$ cat config.mk
export PLATFORM = sky130hd
export DESIGN_NAME = mem_stage_ctrl
export DESIGN_NICKNAME = d
export VERILOG_FILES = /design/src/rtl/mem_stage_ctrl.sv
export SDC_FILE = /design/constraint.sdc
export NUM_CORES = 1
export LEC_CHECK = 0
export BUFFER_PORTS_ARGS = -buffer_cell sky130_fd_sc_hd__buf_2
export CAP_MARGIN = 30
export CORE_ASPECT_RATIO = 0.7
export CORE_MARGIN = 3
export CORE_UTILIZATION = 25
export DETAILED_ROUTE_END_ITERATION = 7
export GPL_TIMING_DRIVEN = 0
export PLACE_DENSITY_LB_ADDON = 0.25
export RECOVER_POWER = 25
export SLEW_MARGIN = 25
export SYNTH_ARGS = -nofsm -noshare
export SYNTH_HDL_FRONTEND = slang
export SYNTH_SLANG_ARGS = --single-unit
$ cat constraint.sdc
create_clock -name clk -period 1.8 [get_ports clk]
set_input_delay 0.27 -clock clk [delete_from_list [all_inputs] [get_ports clk]]
set_output_delay 0.27 -clock clk [all_outputs]
set_load 0.01 [all_outputs]
$ cat src/rtl/mem_stage_ctrl.sv
// rtl/mem_stage_ctrl.sv - memory-stage controller with variable-latency data-memory port
//
// Purpose:
//   Consumes the EX/MEM fields and runs a data-memory read or write over a
//   req/ack handshake. It stalls upstream while the access is outstanding and
//   abandons the access after TIMEOUT busy cycles. It resolves the branch
//   decision and drives the MEM/WB register.
//
// Optional feature:
//   MEM_ALIGN_CHK_EN - when defined, a misaligned access is dropped: it issues
//   no request, does not stall, inserts a bubble and pulses mem_misalign.
//
// Parameters:
//   TIMEOUT  - busy cycles without dm_ack before the access is abandoned (1..255)
//   BAD_DATA - rd_data value returned on a timed-out read
//
// Ports:
//   clk, rst                       clock, synchronous active-high reset
//   RegWrite .. Zero               EX/MEM control fields
//   b_tgt, alu_out, RD2, rfile_wn  EX/MEM branch target, address/result, store data, dest
//   dm_req/dm_we/dm_addr/dm_wdata  data-memory request (registered, stable while dm_req)
//   dm_ack, dm_rdata               data-memory completion strobe and read data
//   stall                          hold upstream pipeline registers (combinational)
//   PCSrc, pc_tgt                  branch taken and target (combinational)
//   RegWrite_Out .. rfile_wn_Out   MEM/WB register
//   mem_err                        sticky timeout flag
//   mem_misalign                   one-cycle misalignment pulse
module mem_stage_ctrl #(
  parameter int unsigned TIMEOUT  = 15,
  parameter logic [31:0] BAD_DATA = 32'hDEADBEEF
) (
  input  logic        clk,
  input  logic        rst,
  input  logic        RegWrite,
  input  logic        MemtoReg,
  input  logic        MemRead,
  input  logic        MemWrite,
  input  logic        Branch,
  input  logic        Zero,
  input  logic [31:0] b_tgt,
  input  logic [31:0] alu_out,
  input  logic [31:0] RD2,
  input  logic [4:0]  rfile_wn,
  output logic        dm_req,
  output logic        dm_we,
  output logic [31:0] dm_addr,
  output logic [31:0] dm_wdata,
  input  logic        dm_ack,
  input  logic [31:0] dm_rdata,
  output logic        stall,
  output logic        PCSrc,
  output logic [31:0] pc_tgt,
  output logic        RegWrite_Out,
  output logic        MemtoReg_Out,
  output logic [31:0] rd_data,
  output logic [31:0] alu_out_Out,
  output logic [4:0]  rfile_wn_Out,
  output logic        mem_err,
  output logic        mem_misalign
);

  typedef enum logic {IDLE = 1'b0, BUSY = 1'b1} state_t;

  localparam logic [7:0] CNT_LAST = 8'(TIMEOUT - 1);

  state_t      state_q;
  logic [7:0]  cnt_q;
  logic        dm_req_q;
  logic        dm_we_q;
  logic [31:0] dm_addr_q;
  logic [31:0] dm_wdata_q;
  logic        regwrite_out_q;
  logic        memtoreg_out_q;
  logic [31:0] rd_data_q;
  logic [31:0] alu_out_out_q;
  logic [4:0]  rfile_wn_out_q;
  logic        mem_err_q;

  logic pending;
  logic misaligned;
  logic issue;
  logic timeout;
  logic done;
  logic drop;

  assign pending = MemRead | MemWrite;

`ifdef MEM_ALIGN_CHK_EN
  assign misaligned = (alu_out[1:0] != 2'b00);
`else
  assign misaligned = 1'b0;
`endif

  assign issue   = (state_q == IDLE) & pending & ~misaligned;
  // A misaligned access is retired without ever reaching the memory port.
  assign drop    = (state_q == IDLE) & pending & misaligned;
  // Counter holds BUSY-cycle index minus one, so the last allowed cycle is TIMEOUT-1.
  assign timeout = (state_q == BUSY) & ~dm_ack & (cnt_q == CNT_LAST);
  assign done    = (state_q == BUSY) & (dm_ack | timeout);

  assign stall  = issue | ((state_q == BUSY) & ~dm_ack & ~timeout);
  assign PCSrc  = Branch & Zero & ~stall;
  assign pc_tgt = b_tgt;

  always_ff @(posedge clk) begin
    if (rst) begin
      state_q        <= IDLE;
      cnt_q          <= 8'd0;
      dm_req_q       <= 1'b0;
      dm_we_q        <= 1'b0;
      dm_addr_q      <= 32'd0;
      dm_wdata_q     <= 32'd0;
      regwrite_out_q <= 1'b0;
      memtoreg_out_q <= 1'b0;
      rd_data_q      <= 32'd0;
      alu_out_out_q  <= 32'd0;
      rfile_wn_out_q <= 5'd0;
      mem_err_q      <= 1'b0;
    end else begin
      case (state_q)
        IDLE: begin
          if (issue) begin
            state_q    <= BUSY;
            dm_req_q   <= 1'b1;
            dm_we_q    <= MemWrite;
            dm_addr_q  <= alu_out;
            dm_wdata_q <= RD2;
            cnt_q      <= 8'd0;
          end
        end
        BUSY: begin
          if (done) begin
            state_q  <= IDLE;
            dm_req_q <= 1'b0;
            if (!dm_we_q) begin
              rd_data_q <= dm_ack ? dm_rdata : BAD_DATA;
            end
            if (timeout) begin
              mem_err_q <= 1'b1;
            end
          end else begin
            cnt_q <= cnt_q + 8'd1;
          end
        end
        default: state_q <= IDLE;
      endcase

      // MEM/WB: bubble the control bits while stalled or on a dropped access.
      if (stall || drop) begin
        regwrite_out_q <= 1'b0;
        memtoreg_out_q <= 1'b0;
      end else begin
        regwrite_out_q <= RegWrite;
        memtoreg_out_q <= MemtoReg;
        alu_out_out_q  <= alu_out;
        rfile_wn_out_q <= rfile_wn;
      end
    end
  end

`ifdef MEM_ALIGN_CHK_EN
  logic mem_misalign_q;

  always_ff @(posedge clk) begin
    if (rst) begin
      mem_misalign_q <= 1'b0;
    end else begin
      mem_misalign_q <= drop;
    end
  end

  assign mem_misalign = mem_misalign_q;
`else
  assign mem_misalign = 1'b0;
`endif

  assign dm_req       = dm_req_q;
  assign dm_we        = dm_we_q;
  assign dm_addr      = dm_addr_q;
  assign dm_wdata     = dm_wdata_q;
  assign RegWrite_Out = regwrite_out_q;
  assign MemtoReg_Out = memtoreg_out_q;
  assign rd_data      = rd_data_q;
  assign alu_out_Out  = alu_out_out_q;
  assign rfile_wn_Out = rfile_wn_out_q;
  assign mem_err      = mem_err_q;

endmodule

Yosys cells after proc, flatten, opt, wreduce, memory -nomap -nowiden:

Cells that the tools add are included.

* output and inout bits: 173
* bits in registers: 147
* word-level logic and storage cells: 48

* bitwise logic cells: 15
* equality and inequality tests: 4
* multiplexer cells: 10
* $add $sub $neg: 1
* reduce and logical (&&, ||, !) cells: 6

Operators by type and width (number)
* 32-bit 2-to-1 mux: 1
* 8-bit 2-to-1 mux: 2
* 8-bit one-hot mux with 2 select lines: 1
* 8-bit by 1-bit adder with 8-bit output (second input constant): 1
* 8-bit by 4-bit equality test with 1-bit output (second input constant): 1
* 1-bit AND: 7
* 2-bit AND reduction: 3
* 3-bit AND reduction: 2
* 1-bit NOT: 5
* 1-bit 2-to-1 mux: 4
* 2-bit inequality test (second input constant): 2
* 1-bit one-hot mux with 2 select lines: 2
* 1-bit OR: 3
* 2-bit by 1-bit inequality test with 1-bit output (second input constant): 1
* 2-bit OR reduction: 1

Longest topological paths before layout:

Gate-level depths: netlist (run 1).

* word-level depth: 8
* gate-level depth with buffers: 7
* mapped depth without buffers: 5

Worst setup path after synthesis (run 1):

Ideal clock, no wire load.

* path type: register to register
* from: register cnt_q[0]
* to: register cnt_q[0]
* cell stages (with the launch flop): 6
* required time: 1.679 ns
* arrival: 1.464 ns
* path buffers: 0
* slack: 0.216 ns
* library setup time: 0.121 ns
* period minus slack after synthesis: 1.584 ns
* cells stage by stage: dfxtp_1 > inv_1 > ha_1 > and4b_1 > a21oi_1 > mux2_2

* longest elaborated chain between the ends: 6
* elaborated cells between the ends (all ways): 9
* those cells by class: add/sub: 1; eq/ne: 2; mux: 2; bitwise: 3; reduce/logical: 1

RTL lines
* from (decl): RTL line 67 `logic [7:0] cnt_q;`
* from (signal assigned): RTL line 142 `cnt_q <= cnt_q + 8'd1;`
* parallel branches: the longest is 6 deep, another holds 8-bit by 1-bit adder with 8-bit output

Parallel ways; which one is timed is not known. The select of a mux whose other input is x is not followed.
A chain may end at the register's enable or synchronous reset.

Worst setup path after layout (run 1):

* from: register cnt_q[0]
* to: output port PCSrc

* longest elaborated chain between the ends: 7

RTL lines
* 8-bit by 4-bit equality test with 1-bit output: RTL line 98 `assign timeout = (state_q == BUSY) & ~dm_ack & (cnt_q == CNT_LAST);`
* 1-bit AND: RTL line 98
* 1-bit NOT: RTL line 101 `assign stall = issue | ((state_q == BUSY) & ~dm_ack & ~timeout);`
* 1-bit AND: RTL line 101
* 1-bit OR: RTL line 101
* 1-bit NOT: RTL line 102 `assign PCSrc = Branch & Zero & ~stall;`
* 1-bit AND: RTL line 102
* to (decl): RTL line 51 `output logic PCSrc,`

Every way passes these cells.

==> flow_summary_export.csv, run 1 <==
group,metric,value,unit
status,status,"finished, violations left",
status,violations,"setup timing",
floorplanning,rows,51,
cells_and_area,nFillCells,3089,
hold_path,min_path_type,"in -> reg",
route,drtIter0Drc,522,
clock_tree,clk_latency,0.43,ns
yosys,synth-edff-count,0,
place,dp_slack,-0.173,ns
yosys,synthesis.nets,1048,
timing,holdWs,0.0751,ns
yosys,yosysWarnings,0,
grt,grt_pass1_vias,7130,
grt,grt_usage,16.9,%
clock_tree,cts_tree,"yes",
yosys,synth_cell_types,43,
route,post_drt_wl_per_cell,17.4,um
timing,fin_worst_skew,0.0118,ns
route,wirelength,27.6,mm
power_and_ir_drop,p_per_area,910,nW/um^2
clock_tree,cts_root_buf,"clkbuf_16",
clock_tree,cts.sinks,147,
route,ant_nets,0,
timing,setup_viol_count_final,2,
clock_tree,cts.clk_slew.worst_paths,0.06,ns
cells_and_area,fin_cells,1592,
yosys,synth_ff_type,"dfxtp_1",
clock_tree,clockBufferDepth,2,
setup_path,ff2ff_setup_slack,0.09,ns
floorplanning,initial_core_util,25.8,%
cells_and_area,final_nets,1354,
yosys,ys_seq_area_share,40.4,%
timing,max_freq,529,MHz
clock_tree,htreeDepth,4,
yosys,avgSynthCellArea,8.06,sq um
setup_path,crit_required,1.53,ns
clock_tree,cts_buffers,17,
yosys,synth_seq_cells,147,
floorplanning,die_area,31200,sq um
run,drv_cap,0,
floorplanning,ios,315,
setup_path,cp-start-kind,"flip-flop",
place,dp.cells,1555,
route,viasPerCell,4.82,
cells_and_area,drive_gt1_share,31.2,%
timing,min_period,1.89,ns
place,dp.final_hpwl,20.4,mm
setup_path,worstPathArrival,1.62,ns
yosys,synth_common_cells,"nand2_1, dfxtp_1, a21oi_1, nor2b_1, nand4_1",
setup_path,critical_path.max_fanout,4,
power_and_ir_drop,leakage,4.19,nW
grt,antenna_found_initial,2,
cells_and_area,finish.utilization,34.8,%
route,num_vias,7668,
place,port_buffers,280,
timing,slew_viol_final,0,
timing,post-route-period-util,105,%
cells_and_area,area_growth,34.8,%
clock_tree,cts_hold_buf,0,
timing,hold_viol,0,
timing,slew_headroom,56.6,%
yosys,yosys.area.top_type,"dfxtp_1",
yosys,synth_top_cell_area_share,40.4,%
yosys,synth_most_common_cell,"nand2_1",
place,routabilityCongestion,0.813,
grt,grt_max_degree,20,
route,firstDrtPassIters,5,
power_and_ir_drop,ir_drop,0.000567,V
grt,grt_pass1_wl,41.4,mm
yosys,synth_area_leaders,"dfxtp_1, nand2_1, nor2b_1, nand4_1, a21oi_1",
setup_path,crit-reg2reg-capture,"rd_data[5]",
setup_path,crit_type,"reg -> out",
yosys,synth-async-reset-ratio,0,%
floorplanning,die_x,210,um
yosys,synth_cells,904,
setup_path,r2r_start,"cnt_q[0]",
timing,fin_ws,-0.0912,ns
timing,rsz0062_at_grt,"true",
hold_path,min_to,"MemtoReg_Out",
floorplanning,die_height,149,um
timing,worst_slew_pin_slew,0.652,ns
hold_path,worstHoldStart,"MemtoReg",
setup_path,reg2regPathDepth,7,
route,drc,0,
hold_path,min_delay_path_depth,2,
yosys,syn_area,7280,sq um
floorplanning,core,28200,sq um
grt,overflow,0,
setup_path,endpoint_kind,"primary output",
-- worst max-delay path, cell delays in order (launching register included) --
cell,delay [ns]
dfxtp_2,0.33
inv_2,0.05
ha_4,0.16
and4b_2,0.26
a21oi_4,0.20
nor3_2,0.06
buf_2,0.14
-- power by group --
group	internal, W	switching [W]	total (W)
Clock	0.00227	0.00146	0.00373
Sequential	0.00348	0.000115	0.00360
Combinational	0.000629	0.000972	0.00160
-- layout by cell type, fill, tap and decap left out, types with 3 or more instances in the layout --
cell type and n:
a21boi_0 3, a21oi_1 75, a221oi_1 24, a311oi_1 7, and3_1 3, buf_2 241, buf_4 44, buf_6 11
bufinv_16 3, clkbuf_1 100, clkbuf_16 17, clkbuf_2 4, clkbuf_8 3, clkinv_2 3, dfxtp_1 142, dfxtp_2 5
inv_1 51, mux2i_1 4, nand2_1 176, nand3_1 41, nand4_1 75, nor2_1 3, nor2b_1 75, nor3_1 4
o211ai_1 7, o211ai_2 30, o21a_1 24, o21ai_0 3, or3_1 4
-- what timing repair did --
action,4_1_cts,5_1_grt
pin swaps,4,1
buffers inserted,8,1
endpoints found under the setup margin,39,54
resized for setup,29,10
-- flip-flops by register name, indices dropped and copies added, names as in the netlist --
name / cells
cnt_q: 8
state_q: 1
alu_out_Out: 32
dm_wdata: 32
rfile_wn_Out: 5
RegWrite_Out: 1
MemtoReg_Out: 1
mem_err: 1
rd_data: 32
dm_req: 1
dm_we: 1
dm_addr: 32
-- how the worst max path moves through the flow --
stage                         from        to  slack, ns
after floorplan           cnt_q[0]  cnt_q[0]       0.22
after global placement         rst   state_q      -0.16
after detailed placement   state_q     stall      -0.17
after CTS                 cnt_q[0]     PCSrc      -0.12
after global routing      cnt_q[0]     PCSrc      -0.16
final                     cnt_q[0]     PCSrc      -0.09
-- per-stage QoR --
| step | setup TNS [ns] | total power, W | cell area [sq um] |
|---|---|---|---|
| finish | -0.157 | 0.00893 | 9820 |
| floorplan | 0 | 0.00455 | 7280 |
| global route | -0.320 | 0.00936 | 9810 |
| detailed placement | -3.63 | 0.00526 | 9150 |
| global placement | -2.41 | 0.00524 | 9150 |
| CTS | -0.185 | 0.00908 | 9890 |
-- area by class of cell --
| class | instances | area (sq um) | share of cell area, % |
|---|---|---|---|
| inverters | 52 | 195 | 1.99 |
| multi-input cells | 587 | 3510 | 35.7 |
| clock inverters | 9 | 130 | 1.33 |
| diodes | 1 | 2.50 | 0.0255 |
| repair buffers | 289 | 1370 | 14.0 |
| clock buffers | 20 | 467 | 4.75 |
| well taps | 371 | 464 | 4.73 |
| flip-flops and latches | 147 | 2950 | 30.0 |
| plain buffers | 116 | 729 | 7.43 |
-- routing by layer --
metal / vias up / global-route usage [%] / part of all wire [%]
met1: 3676 / 24.3 / 47
met2: 256 / 24.7 / 43
li1: 3712 / - / -
met5: - / 0 / 0.065
met3: 20 / 5.55 / 8.5
met4: 4 / 3.45 / 1.1
-- cells by family after synthesis --
kind of cell | after synthesis | share of synthesized area, %
compound gates | 183 | 18.7
other cells | 1 | 0.0515
fa+ha+maj | 2 | 0.344
flops | 147 | 40.4
buf+inv | 170 | 12.3
mux | 6 | 0.859
simple gates | 395 | 27.3
Note: power is estimated with default switching activity, not from simulation.
==> run 2: changes to the inputs <==
--- a/config.mk
+++ b/config.mk
@@ -9,7 +9,7 @@
 export CAP_MARGIN = 30
 export CORE_ASPECT_RATIO = 0.7
 export CORE_MARGIN = 3
-export CORE_UTILIZATION = 25
+export CORE_UTILIZATION = 48
 export DETAILED_ROUTE_END_ITERATION = 7
 export GPL_TIMING_DRIVEN = 0
 export PLACE_DENSITY_LB_ADDON = 0.25
==> run 2 against run 1 <==
Against the previous run:
- final cell count shrank 11%
- design area shrank 2.3%
- critical path type unchanged
- core utilization grew 32 points
- routed wire length shrank 15%
- critical path depth shrank 2
- count of clock-buffer cells in the layout is the same
- critical endpoint is now stall
- clock skew shrank 0.0012 ns
- the run still ends with setup timing left
- combinational power shrank 3%
- power shrank 5.1%
==> flow_summary_export.csv, run 2 (synthesis gave the netlist of run 1 again) <==
group,metric,value,unit
status,status,"finished, violations left",
status,violations,"setup timing",
floorplanning,rows,36,
route,drc,0,
setup_path,path_buf_inv,1,
route,firstDrtPassIters,5,
clock_tree,cts.clk_slew.worst_paths,0.06,ns
setup_path,worstPathArrival,1.60,ns
route,drtIter0Drc,510,
hold_path,min_path_type,"in -> reg",
timing,max_freq,535,MHz
power_and_ir_drop,power_switching,0.00251,W
place,dp.final_hpwl,17.1,mm
grt,grt_max_degree,27,
power_and_ir_drop,ir_drop,0.000702,V
route,num_vias,7735,
floorplanning,ios,315,
power_and_ir_drop,p_int,0.00597,W
floorplanning,core,14400,sq um
setup_path,crit_path_max_incr_delay,0.42,ns
route,met2_length,10.8,mm
cells_and_area,multi_input_area,3520,sq um
power_and_ir_drop,clkPwrFrac,39.1,%
clock_tree,cts_root_buf,"clkbuf_16",
power_and_ir_drop,swShare,29.6,%
timing,fin_ws,-0.0705,ns
route,wl_met3,2.07,mm
grt,antenna_found_initial,1,
cells_and_area,final_nets,1357,
clock_tree,cts_hold_buf,0,
grt,grt_pass1_vias,7265,
clock_tree,clk_latency,0.42,ns
timing,setup_viol_count_final,2,
run,drv_cap,0,
power_and_ir_drop,leakage,4.18,nW
cells_and_area,nFillCells,1321,
cells_and_area,layout_commonest_cell,"buf_2",
setup_path,endpoint_kind,"primary output",
route,met1_length,10.3,mm
timing,hold_viol,0,
setup_path,critical_path.max_fanout,6,
cells_and_area,n_antenna_cell,0,
cells_and_area,area_growth,31.7,%
clock_tree,htreeDepth,4,
timing,min_period,1.87,ns
floorplanning,die_height,109,um
cells_and_area,drive_gt1_share,31.6,%
timing,rsz0062_at_grt,"true",
setup_path,crit_required,1.53,ns
clock_tree,cts.sinks,147,
power_and_ir_drop,finalPower,0.00848,W
setup_path,cpMaxStageDelayCell,"or3_4",
route,viasPerCell,5.46,
route,ant_nets,0,
place,port_buffers,280,
power_and_ir_drop,pwr-share-comb,18.4,%
floorplanning,initial_core_util,50.7,%
setup_path,cp-start-kind,"flip-flop",
cells_and_area,seq_area,2960,sq um
timing,timing.setup.tns,-0.122,ns
clock_tree,clockBufferDepth,2,
cells_and_area,finish.utilization,66.8,%
power_and_ir_drop,seq_power_share,42.4,%
grt,grt_pass1_wl,36.8,mm
grt,overflow,0,
setup_path,crit_chain,"or3_4, o21ai_4, nand2_2, buf_6",
timing,slew_headroom,54.0,%
power_and_ir_drop,p_per_area,884,nW/um^2
timing,post-route-period-util,104,%
place,routabilityCongestion,0.884,
route,post_drt_wl_per_cell,16.7,um
timing,fin_worst_skew,0.0107,ns
timing,worst_slew_pin_slew,0.690,ns
setup_path,crit_family,"simple AND/OR/NAND/NOR gates",
floorplanning,die_area,16700,sq um
setup_path,crit_type,"reg -> out",
route,top_layer,"met5",
clock_tree,cts_buffers,17,
timing,slew_viol_final,0,
route,wirelength,23.6,mm
floorplanning,die_x,153,um
clock_tree,cts_tree,"yes",
timing,holdWs,0.0745,ns
cells_and_area,final_cell_mix,"buf_2, nand2_1, dfxtp_1, clkbuf_1",
grt,grt_usage,26.9,%
-- run 2: cell types whose count changed in the layout (fill, tap and decap cells not counted), sizes merged --
cell / change
diode: -1
clkinvlp: +5
bufinv: -3
clkinv: -2
clkbuf: -2
buf: +5
inv: +3
-- run 2: stage by stage --
stage,instance area [sq um],setup WS [ns],std cells
6_report,9590,-0.0705,1416
5_1_grt,9590,-0.103,1416
4_1_cts,9640,-0.0809,1414
3_5_place_dp,8920,-0.142,1374
3_3_place_gp,8920,-0.157,1374
2_1_floorplan,7280,0.216,904
-- run 2: path summary, 6_finish.rpt --
path,start,to,slack (ns),depth (start not counted)
max reg2reg,cnt_q[0],alu_out_Out[1],0.04,8
max,cnt_q[5],stall,-0.07,4
min reg2reg,dm_wdata[18],dm_wdata[18],0.45,2
min,RegWrite,RegWrite_Out,0.07,2
-- run 2: metal layers --
| metal | global-route usage [%] | up-vias |
|---|---|---|
| met4 | 8.52 | 2 |
| met5 | 0 | - |
| li1 | - | 3721 |
| met3 | 6.86 | 41 |
| met2 | 43.2 | 363 |
| met1 | 35.8 | 3608 |
-- run 2: repair_timing --
| action | 4_1_cts | 5_1_grt |
|---|---|---|
| gates resized for setup | 29 | 20 |
| pin swaps | 3 | 2 |
| endpoints found under the hold margin | 0 | 0 |
| setup buffers | 10 | 3 |
| setup endpoints to repair | 16 | 37 |
-- run 2: area by class of cell --
class                           count  area share, %
Sequential cell                   147           30.8
Multi-Input combinational cell    587           36.7
Buffer                            115           7.51
Clock buffer                       20           4.76
Inverter                           52           2.03
Tap cell                          190           2.48
Clock inverter                     12           1.02
Timing Repair Buffer              293           14.7
-- run 2: worst register-to-register path, stage by stage (launching register included) --
cell,delay [ns]
dfxtp_2,0.33
inv_2,0.07
ha_4,0.15
nand4b_1,0.20
buf_4,0.20
buf_2,0.18
clkbuf_4,0.24
o211ai_2,0.16
nand4_1,0.10
-- run 2: power groups by stage --
stage | clock network, W | registers (W) | logic (W)
2_1_floorplan | 0 | 0.00377 | 0.000781
3_3_place_gp | 0 | 0.00365 | 0.00150
3_5_place_dp | 0 | 0.00366 | 0.00153
4_1_cts | 0.00337 | 0.00359 | 0.00158
5_1_grt | 0.00351 | 0.00362 | 0.00171
6_report | 0.00332 | 0.00360 | 0.00156
